===== config.mk =====
export PLATFORM = sky130hd
export DESIGN_NAME = sequence_player
export DESIGN_NICKNAME = d
export VERILOG_FILES = /design/src/rtl/simon_pkg.sv /design/src/rtl/phase_timer.sv /design/src/rtl/sequence_player.sv
export SDC_FILE = /design/constraint.sdc
export NUM_CORES = 1
export LEC_CHECK = 0
export CAP_MARGIN = 10
export CORE_AREA = 2 2 119 109
export DETAILED_ROUTE_END_ITERATION = 8
export DIE_AREA = 0 0 121 111
export HOLD_SLACK_MARGIN = 0.06
export PLACE_DENSITY = 0.74
export REMOVE_ABC_BUFFERS = 1
export SLEW_MARGIN = 20
export SYNTH_ARGS = -nofsm -noshare
export SYNTH_HDL_FRONTEND = slang
export SYNTH_SLANG_ARGS = --single-unit

===== constraint.sdc =====
create_clock -name clk -period 4.9 [get_ports clk]
set_input_delay 0.98 -clock clk [delete_from_list [all_inputs] [get_ports clk]]
set_output_delay 0.98 -clock clk [all_outputs]
set_load 0.05 [all_outputs]

===== src/rtl/simon_pkg.sv =====
// Shared types and constants for the Simon Says datapath: colour encoding,
// segment array geometry and the sequence player state encoding.
package simon_pkg;

    typedef logic [1:0] colour_t;

    localparam int NUM_SEGMENTS = 33;
    localparam int MAX_LEN      = 32;

    typedef enum logic [1:0] {
        IDLE = 2'd0,
        ON   = 2'd1,
        GAP  = 2'd2,
        DONE = 2'd3
    } player_state_t;

    function automatic logic [3:0] colour_onehot(input colour_t c);
        logic [3:0] result;
        case (c)
            2'd0:    result = 4'b0001;
            2'd1:    result = 4'b0010;
            2'd2:    result = 4'b0100;
            2'd3:    result = 4'b1000;
            default: result = 4'b0000;
        endcase
        return result;
    endfunction

endpackage


===== src/rtl/phase_timer.sv =====
// Loadable down counter with terminal-count flag; holds at zero instead of
// wrapping so the flag stays asserted until the next load.
module phase_timer #(
    parameter int WIDTH = 8
) (
    input  logic             clk,
    input  logic             rst_n,
    input  logic             srst,
    input  logic             load,
    input  logic             enable,
    input  logic [WIDTH-1:0] load_value,
    output logic             tc
);

    logic [WIDTH-1:0] count_r;

    // Counter register: soft clear, then load, then count down towards zero.
    always_ff @(posedge clk or negedge rst_n) begin
        if (!rst_n) begin
            count_r <= {WIDTH{1'b0}};
        end else if (srst) begin
            count_r <= {WIDTH{1'b0}};
        end else if (load) begin
            count_r <= load_value;
        end else if (enable && (count_r != {WIDTH{1'b0}})) begin
            count_r <= count_r - {{(WIDTH-1){1'b0}}, 1'b1};
        end else begin
            count_r <= count_r;
        end
    end

    assign tc = (count_r == {WIDTH{1'b0}});

endmodule


===== src/rtl/sequence_player.sv =====
// Plays a snapshot of the colour sequence on the LEDs, oldest first, with a
// lit phase and a dark gap per colour; handshakes via start/busy/done.
module sequence_player
    import simon_pkg::*;
#(
    parameter int ON_CYCLES  = 25_000_000,
    parameter int OFF_CYCLES = 12_500_000
) (
    input  logic                        clk,
    input  logic                        reset_n,
    input  logic                        start,
    input  logic                        abort,
    input  logic [5:0]                  length,
    input  colour_t [NUM_SEGMENTS-1:0]  segment,
    output logic [3:0]                  led,
    output logic                        busy,
    output logic                        done,
    output logic [5:0]                  index
);

    localparam int MAX_CYC = (ON_CYCLES > OFF_CYCLES) ? ON_CYCLES : OFF_CYCLES;
    localparam int TW      = (MAX_CYC > 1) ? $clog2(MAX_CYC) : 1;
    localparam logic [TW-1:0] ON_LOAD  = TW'(ON_CYCLES - 1);
    localparam logic [TW-1:0] OFF_LOAD = TW'(OFF_CYCLES - 1);
    localparam logic [5:0]    LEN_CAP  = 6'(MAX_LEN);

    player_state_t              state_r, state_nxt;
    colour_t [NUM_SEGMENTS-1:0] snap_r, snap_nxt;
    logic [5:0]                 pos_r, pos_nxt;
    logic [5:0]                 idx_nxt;
    logic [5:0]                 len_s;
    logic [3:0]                 led_nxt;
    logic                       busy_nxt;
    logic                       done_nxt;
    logic                       tmr_load_s;
    logic [TW-1:0]              tmr_value_s;
    logic                       tmr_enable_s;
    logic                       tmr_tc_s;

    assign len_s        = (length > LEN_CAP) ? LEN_CAP : length;
    assign tmr_enable_s = (state_r == ON) || (state_r == GAP);

    phase_timer #(
        .WIDTH (TW)
    ) u_phase_timer (
        .clk        (clk),
        .rst_n      (reset_n),
        .srst       (abort),
        .load       (tmr_load_s),
        .enable     (tmr_enable_s),
        .load_value (tmr_value_s),
        .tc         (tmr_tc_s)
    );

    // Next-state logic; abort always beats start and timer expiry.
    always_comb begin
        state_nxt   = state_r;
        snap_nxt    = snap_r;
        pos_nxt     = pos_r;
        idx_nxt     = index;
        tmr_load_s  = 1'b0;
        tmr_value_s = ON_LOAD;
        case (state_r)
            IDLE: begin
                if (abort) begin
                    state_nxt = IDLE;
                end else if (start) begin
                    snap_nxt = segment;
                    if (len_s == 6'd0) begin
                        state_nxt = DONE;
                    end else begin
                        state_nxt   = ON;
                        pos_nxt     = len_s;
                        idx_nxt     = 6'd1;
                        tmr_load_s  = 1'b1;
                        tmr_value_s = ON_LOAD;
                    end
                end else begin
                    state_nxt = IDLE;
                end
            end
            ON: begin
                if (abort) begin
                    state_nxt = IDLE;
                    pos_nxt   = 6'd0;
                    idx_nxt   = 6'd0;
                end else if (tmr_tc_s) begin
                    state_nxt   = GAP;
                    tmr_load_s  = 1'b1;
                    tmr_value_s = OFF_LOAD;
                end else begin
                    state_nxt = ON;
                end
            end
            GAP: begin
                if (abort) begin
                    state_nxt = IDLE;
                    pos_nxt   = 6'd0;
                    idx_nxt   = 6'd0;
                end else if (tmr_tc_s) begin
                    if (pos_r == 6'd1) begin
                        state_nxt = DONE;
                        pos_nxt   = 6'd0;
                        idx_nxt   = 6'd0;
                    end else begin
                        state_nxt   = ON;
                        pos_nxt     = pos_r - 6'd1;
                        idx_nxt     = index + 6'd1;
                        tmr_load_s  = 1'b1;
                        tmr_value_s = ON_LOAD;
                    end
                end else begin
                    state_nxt = GAP;
                end
            end
            DONE: begin
                state_nxt = IDLE;
                pos_nxt   = 6'd0;
                idx_nxt   = 6'd0;
            end
            default: begin
                state_nxt = IDLE;
                pos_nxt   = 6'd0;
                idx_nxt   = 6'd0;
            end
        endcase
    end

    // Output values for the coming cycle, derived from the next state.
    always_comb begin
        led_nxt  = 4'b0000;
        busy_nxt = 1'b0;
        done_nxt = 1'b0;
        if (state_nxt == ON) begin
            led_nxt  = colour_onehot(snap_nxt[pos_nxt]);
            busy_nxt = 1'b1;
        end else if (state_nxt == GAP) begin
            busy_nxt = 1'b1;
        end else if (state_nxt == DONE) begin
            done_nxt = 1'b1;
        end else begin
            led_nxt = 4'b0000;
        end
    end

    // State, snapshot and registered outputs.
    always_ff @(posedge clk or negedge reset_n) begin
        if (!reset_n) begin
            state_r <= IDLE;
            snap_r  <= {NUM_SEGMENTS{2'b00}};
            pos_r   <= 6'd0;
            index   <= 6'd0;
            led     <= 4'b0000;
            busy    <= 1'b0;
            done    <= 1'b0;
        end else begin
            state_r <= state_nxt;
            snap_r  <= snap_nxt;
            pos_r   <= pos_nxt;
            index   <= idx_nxt;
            led     <= led_nxt;
            busy    <= busy_nxt;
            done    <= done_nxt;
        end
    end

endmodule


==> flow_summary.toml, run 1 <==
[timing]
worst_slack_ns = 0.708
worst_slew_pin_slew_ns = 0.957
setup_viol_count_final = 0
max_freq_mhz = 239
setup_tns_ns = 0
post-route-period-util_pct = 85.6
fin_worst_skew_ns = 0.00664
rsz0062_at_grt = "no"
slew_viol_final = 0
final_hold_viol_count = 0
finalWorstPathRequiredPeriod_ns = 4.19
slew_headroom_pct = 36.2

[worst_setup_path]
crit_chain = "clkdlybuf4s50_1 > nor2b_1 > a21bo_2 > a221o_1 > nand3_2 > inv_4 > mux2_1 > a2111oi_0 > o31ai_1 > a32oi_2 > and4_1"
critical_path_class = "input port to register"
cp-start-kind = "input port"
path_max_fanout = 18
arrival_ns = 4.49
endpoint_kind = "register"
slowest_delay_ns = 0.54
required_ns = 5.19
r2r_cells = 10
cp_slowest_cell = "clkdlybuf4s50_1"

[global_route]
grt_max_degree = 77
grt_antenna_before_repair = 0
grt_overflow_total = 0
grtUsageTotal_pct = 23.2
grt_pass1_wl_um = 24500
grt_pass1_vias = 4900

[floorplanning]
ios = 88
rows = 39
coreArea_mm2 = 0.0123
die_x_um = 121
die_area_mm2 = 0.0134
start_util_pct = 48.6
fp.dieH_um = 111

[yosys]
ys_top_cells_by_count = "dfrtp_1, mux2_2, nor2_1"
synth_area_per_cell_um2 = 10.6
seq_area_frac_synth_pct = 46.3
synthesis.area_mm2 = 0.00600
synthDistinctLibCells = 73
synth.area.top_cells = "dfrtp_1, mux2_2, mux2i_1"
synth_edf_count = 0
postSynth.asyncResetShare_pct = 100
synth_cells = 566
yosysTopAreaCell = "dfrtp_1"
ys.flop_type = "dfrtp_1"
synth_top_area_share_pct = 46.3
synth-seq-cells = 111
yosysWarnings = 0
synth.most_common_cell = "dfrtp_1"

[routing]
drt_iter0_drc = 407
num_vias = 4841
firstDrtPassIters = 5
drt-wirelength-per-cell_um = 18.2
ant_nets = 0
vias_per_cell = 5.93
totalWireLength_um = 14900
drcViolationCount = 0

[finish]
num-nets-final = 736
syn2layout_area_growth_pct = 22.0
nFillCells = 1013
diodes = 0
layout-drive-gt1-share_pct = 17.0
fin_area_mm2 = 0.00732

[power]
total_power_mw = 2.64
power_density_mw_per_mm2 = 361
peakVddDrop_mv = 0.291
power.leakage_nw = 3.11

[clocking]
clock_sinks = 111
hold_buffers = 0
clk_latency_ns = 0.36
cts.repair.resized = 0
post-cts-setup-buffer-count = 0
clock_path_buffers = 2
cts_tree = "built"
clkSlewWorstSetupHoldPaths_ns = 0.08
cts_root_buf = "clkbuf_16"
numCtsBuffers = 9
htreeDepth = 3

[worst_hold_path]
hold_class = "register to register"
whs_path_depth = 1

[run]
maxCapViolCount = 0

[status]
status = "finished, final reports clean"

[placement]
dp_hpwl_um = 10900
io_buffers = 87
place_ws_ns = 0.434
gp_congestion = 0.868
placed_cell_area_mm2 = 0.00702
==> stage by stage <==
stage	hold slack (ns)	utilization (%)	cells
6_report	0.487	59.3	817
3_3_place_gp	0.469	56.9	801
2_1_floorplan	0.452	-	540
4_1_cts	0.489	59.3	817
3_5_place_dp	0.479	56.9	801
5_1_grt	0.510	59.3	817
==> path summary, 6_finish.rpt <==
kind,startpoint,to,slack [ns]
setup reg to reg,u_phase_timer.count_r[15],led[0],0.72
setup / recovery,abort,led[0],0.71
min in group asynchronous,reset_n,u_phase_timer.count_r[21],0.78
max in group asynchronous,reset_n,snap_r[47],3.10
hold reg to reg,index[5],index[5],0.49
hold / removal,index[5],index[5],0.49
==> sequential cells by signal, indices dropped and copies added, names as in the netlist <==
signal                 cells
busy                       1
done                       1
index                      6
led                        4
pos_r                      6
snap_r                    66
state_r                    2
u_phase_timer.count_r     25
==> critical path: cells and delay by family <==
family          cells  cell delay [ns]
compound gates      5             1.70
mux                 1             0.32
buf+inv             2             0.65
simple gates        3             0.80
==> cell families (layout without fill, tap and decap cells) <==
| group | after synthesis | after routing | synth area share (%) |
|---|---|---|---|
| compound gates | 134 | 134 | 15.5 |
| xor+xnor | 16 | 16 | 2.34 |
| fa+ha+maj | 12 | 12 | 2.50 |
| simple gates | 157 | 157 | 14.0 |
| flops | 111 | 111 | 46.3 |
| buf+inv | 52 | 139 | 3.96 |
| mux | 84 | 84 | 15.4 |
==> per-layer routing <==
metal	wire, um	global-route usage [%]
met1	6720	32.1
met2	6920	35.8
met3	994	5.97
met4	273	6.74
met5	0	0
==> cell usage in the layout, fill, tap and decap left out, types with 3 or more instances in the layout <==
| cell | Yosys | routed |
|---|---|---|
| inv_6 | 0 | 3 |
| nor2_1 | 42 | 42 |
| nand3b_1 | 3 | 3 |
| nand2_1 | 27 | 26 |
| clkdlybuf4s50_1 | 0 | 86 |
| o32ai_1 | 5 | 5 |
| mux2_1 | 3 | 3 |
| nand4_1 | 8 | 8 |
| inv_1 | 23 | 23 |
| a211o_1 | 4 | 4 |
| nand2b_1 | 5 | 5 |
| or4_1 | 3 | 3 |
| and3_1 | 4 | 4 |
| xor2_1 | 5 | 5 |
| nor3_1 | 20 | 20 |
| a31oi_1 | 11 | 11 |
| o21ai_0 | 31 | 31 |
| clkbuf_16 | 0 | 9 |
| or3_1 | 4 | 4 |
| a21o_1 | 5 | 5 |
| nor2b_1 | 6 | 6 |
| xnor2_1 | 11 | 11 |
| nand3_1 | 10 | 10 |
| buf_4 | 1 | 11 |
| dfrtp_1 | 111 | 111 |
| o22ai_1 | 4 | 4 |
| a21oi_1 | 31 | 31 |
| o22a_1 | 4 | 4 |
| ha_1 | 12 | 12 |
| mux2_2 | 63 | 63 |
| nor4_1 | 9 | 9 |
| nor4_2 | 3 | 3 |
| mux2i_1 | 18 | 18 |
| a211oi_1 | 8 | 8 |
| and2_1 | 3 | 3 |
==> final cells by class <==
cell class	count	area (um2)	share of cell area [%]
Tap cell	164	205	2.80
Inverter	26	105	1.44
Clock inverter	7	77.6	1.06
Clock buffer	9	225	3.08
Multi-Input combinational cell	403	2990	40.8
Timing Repair Buffer	97	943	12.9
Sequential cell	111	2780	37.9
==> report_power, final <==
| group | internal, mW | leakage (nW) | total [mW] | switching (mW) |
|---|---|---|---|---|
| combinational | 0.338 | 1.58 | 0.760 | 0.423 |
| clock | 0.402 | 0.147 | 0.757 | 0.354 |
| sequential | 1.06 | 1.38 | 1.13 | 0.0705 |
| total | 1.80 | 3.11 | 2.64 | 0.847 |
Note: power is estimated with default switching activity, not from simulation.
==> inputs of run 2 (changes only) <==
--- a/config.mk
+++ b/config.mk
@@ -10,7 +10,7 @@
 export DETAILED_ROUTE_END_ITERATION = 8
 export DIE_AREA = 0 0 121 111
 export HOLD_SLACK_MARGIN = 0.06
-export PLACE_DENSITY = 0.74
+export PLACE_DENSITY = 0.78
 export REMOVE_ABC_BUFFERS = 1
 export SLEW_MARGIN = 20
 export SYNTH_ARGS = -nofsm -noshare
==> flow_summary.toml, run 2 (synthesis gave the netlist of run 1 again) <==
[power]
total_power_mw = 2.59
power_density_mw_per_mm2 = 355
power.leakage_nw = 3.10
peakVddDrop_mv = 0.168

[clocking]
cts_tree = "built"
clock_path_buffers = 2
post-cts-setup-buffer-count = 0
numCtsBuffers = 9
htreeDepth = 3
clock_sinks = 111
hold_buffers = 0
clkSlewWorstSetupHoldPaths_ns = 0.08
cts_root_buf = "clkbuf_16"
clk_latency_ns = 0.36
cts.repair.resized = 0

[worst_setup_path]
endpoint_kind = "register"
r2r_cells = 10
path_max_fanout = 17
arrival_ns = 4.43
r2r_start = "u_phase_timer.count_r[6]"
required_ns = 5.20
cp-start-kind = "input port"
critical_path_class = "input port to register"
rrSetupSlack_ns = 0.99
r2r_end = "led[0]"

[timing]
max_freq_mhz = 242
rsz0062_at_grt = "no"
worst_slack_ns = 0.769
whs_ns = 0.487
fin_worst_skew_ns = 0.0127
slew_viol_final = 0
slew_headroom_pct = 36.6
setup_viol_count_final = 0
finalWorstPathRequiredPeriod_ns = 4.13
worst_slew_pin_slew_ns = 0.952
post-route-period-util_pct = 84.3
setup_tns_ns = 0
final_hold_viol_count = 0

[finish]
final_cell_count_no_fill = 815
diodes = 0
mostFrequentLayoutCell = "dfrtp_1"
syn2layout_area_growth_pct = 21.7
layout-drive-gt1-share_pct = 16.6
fin_area_mm2 = 0.00730
num-nets-final = 734
regMostFlops = "snap_r"
reg.largest.list = "snap_r x66, u_phase_timer.count_r x25"
utilization_pct = 59.1
nFillCells = 977
final_cell_mix = "dfrtp_1, clkdlybuf4s50_1, mux2_2"
largest_reg_flops = 66

[worst_hold_path]
hold_class = "register to register"
holdPathEnd = "index[5]"
hold_start = "index[5]"
whs_path_depth = 1

[global_route]
grt_pass1_vias = 4862
grt_pass1_wl_um = 24100
grt_antenna_before_repair = 0
grt_overflow_total = 0
grtUsageTotal_pct = 22.5
grt_max_degree = 78

[routing]
num_vias = 4812
firstDrtPassIters = 5
ant_nets = 0
drt_iter0_drc = 399
vias_per_cell = 5.90
drcViolationCount = 0
drt-wirelength-per-cell_um = 18.0
totalWireLength_um = 14700

[placement]
gp_congestion = 0.903
placed_cell_area_mm2 = 0.00702
place_ws_ns = 0.447
dp_hpwl_um = 10700
dp_cells = 799
io_buffers = 87

[floorplanning]
coreArea_mm2 = 0.0123
die_x_um = 121
die_area_mm2 = 0.0134
ios = 88
start_util_pct = 48.6
rows = 39
fp.dieH_um = 111

[run]
maxCapViolCount = 0

[status]
status = "finished, final reports clean"
## run 2: changes by cell type in the layout (fill, tap and decap cells not counted), sizes merged
cell,change
inv,-2
clkinv,+1
clkbuf,+2
buf,-2
bufinv,-1
## run 2: worst max path at each step
stage / to / depth (start not counted) / slack, ns / from
2_1_floorplan: led[0] / 8 / 0.42 / start
3_3_place_gp: led[0] / 11 / 0.58 / abort
3_5_place_dp: led[0] / 12 / 0.45 / abort
4_1_cts: led[0] / 12 / 0.82 / abort
5_1_grt: led[0] / 12 / 0.55 / abort
6_report: led[0] / 12 / 0.77 / abort
## run 2: power by group
group | internal, mW | leakage (nW) | switching, mW
clock | 0.364 | 0.138 | 0.343
combinational | 0.336 | 1.58 | 0.419
sequential | 1.06 | 1.38 | 0.0722
## run 2: per-layer routing
metal	routed length [um]	vias up	GRT usage (%)
met5	0	-	0
li1	-	2246	-
met3	952	23	4.37
met1	6690	2342	31.8
met2	6850	201	35.1
met4	212	0	6.98
## run 2: worst max-delay path: stages
cell and delay, ns:
clkdlybuf4s50_1 0.64, nand2b_1 0.40, a21o_1 0.31, o2111ai_4 0.26, nand3_2 0.14, inv_4 0.20
buf_4 0.30, mux2i_1 0.21, o32ai_1 0.08, or3_1 0.37, a32oi_2 0.28, and4_1 0.24
## run 2: layout make-up
cell class	count	area [um2]	share of cell area [%]
multi-input cells	403	2990	40.9
flip-flops and latches	111	2780	38.0
repair buffers	95	941	12.9
clock buffers	11	243	3.32
well taps	164	205	2.81
inverters	26	105	1.44
clock inverters	5	41.3	0.566
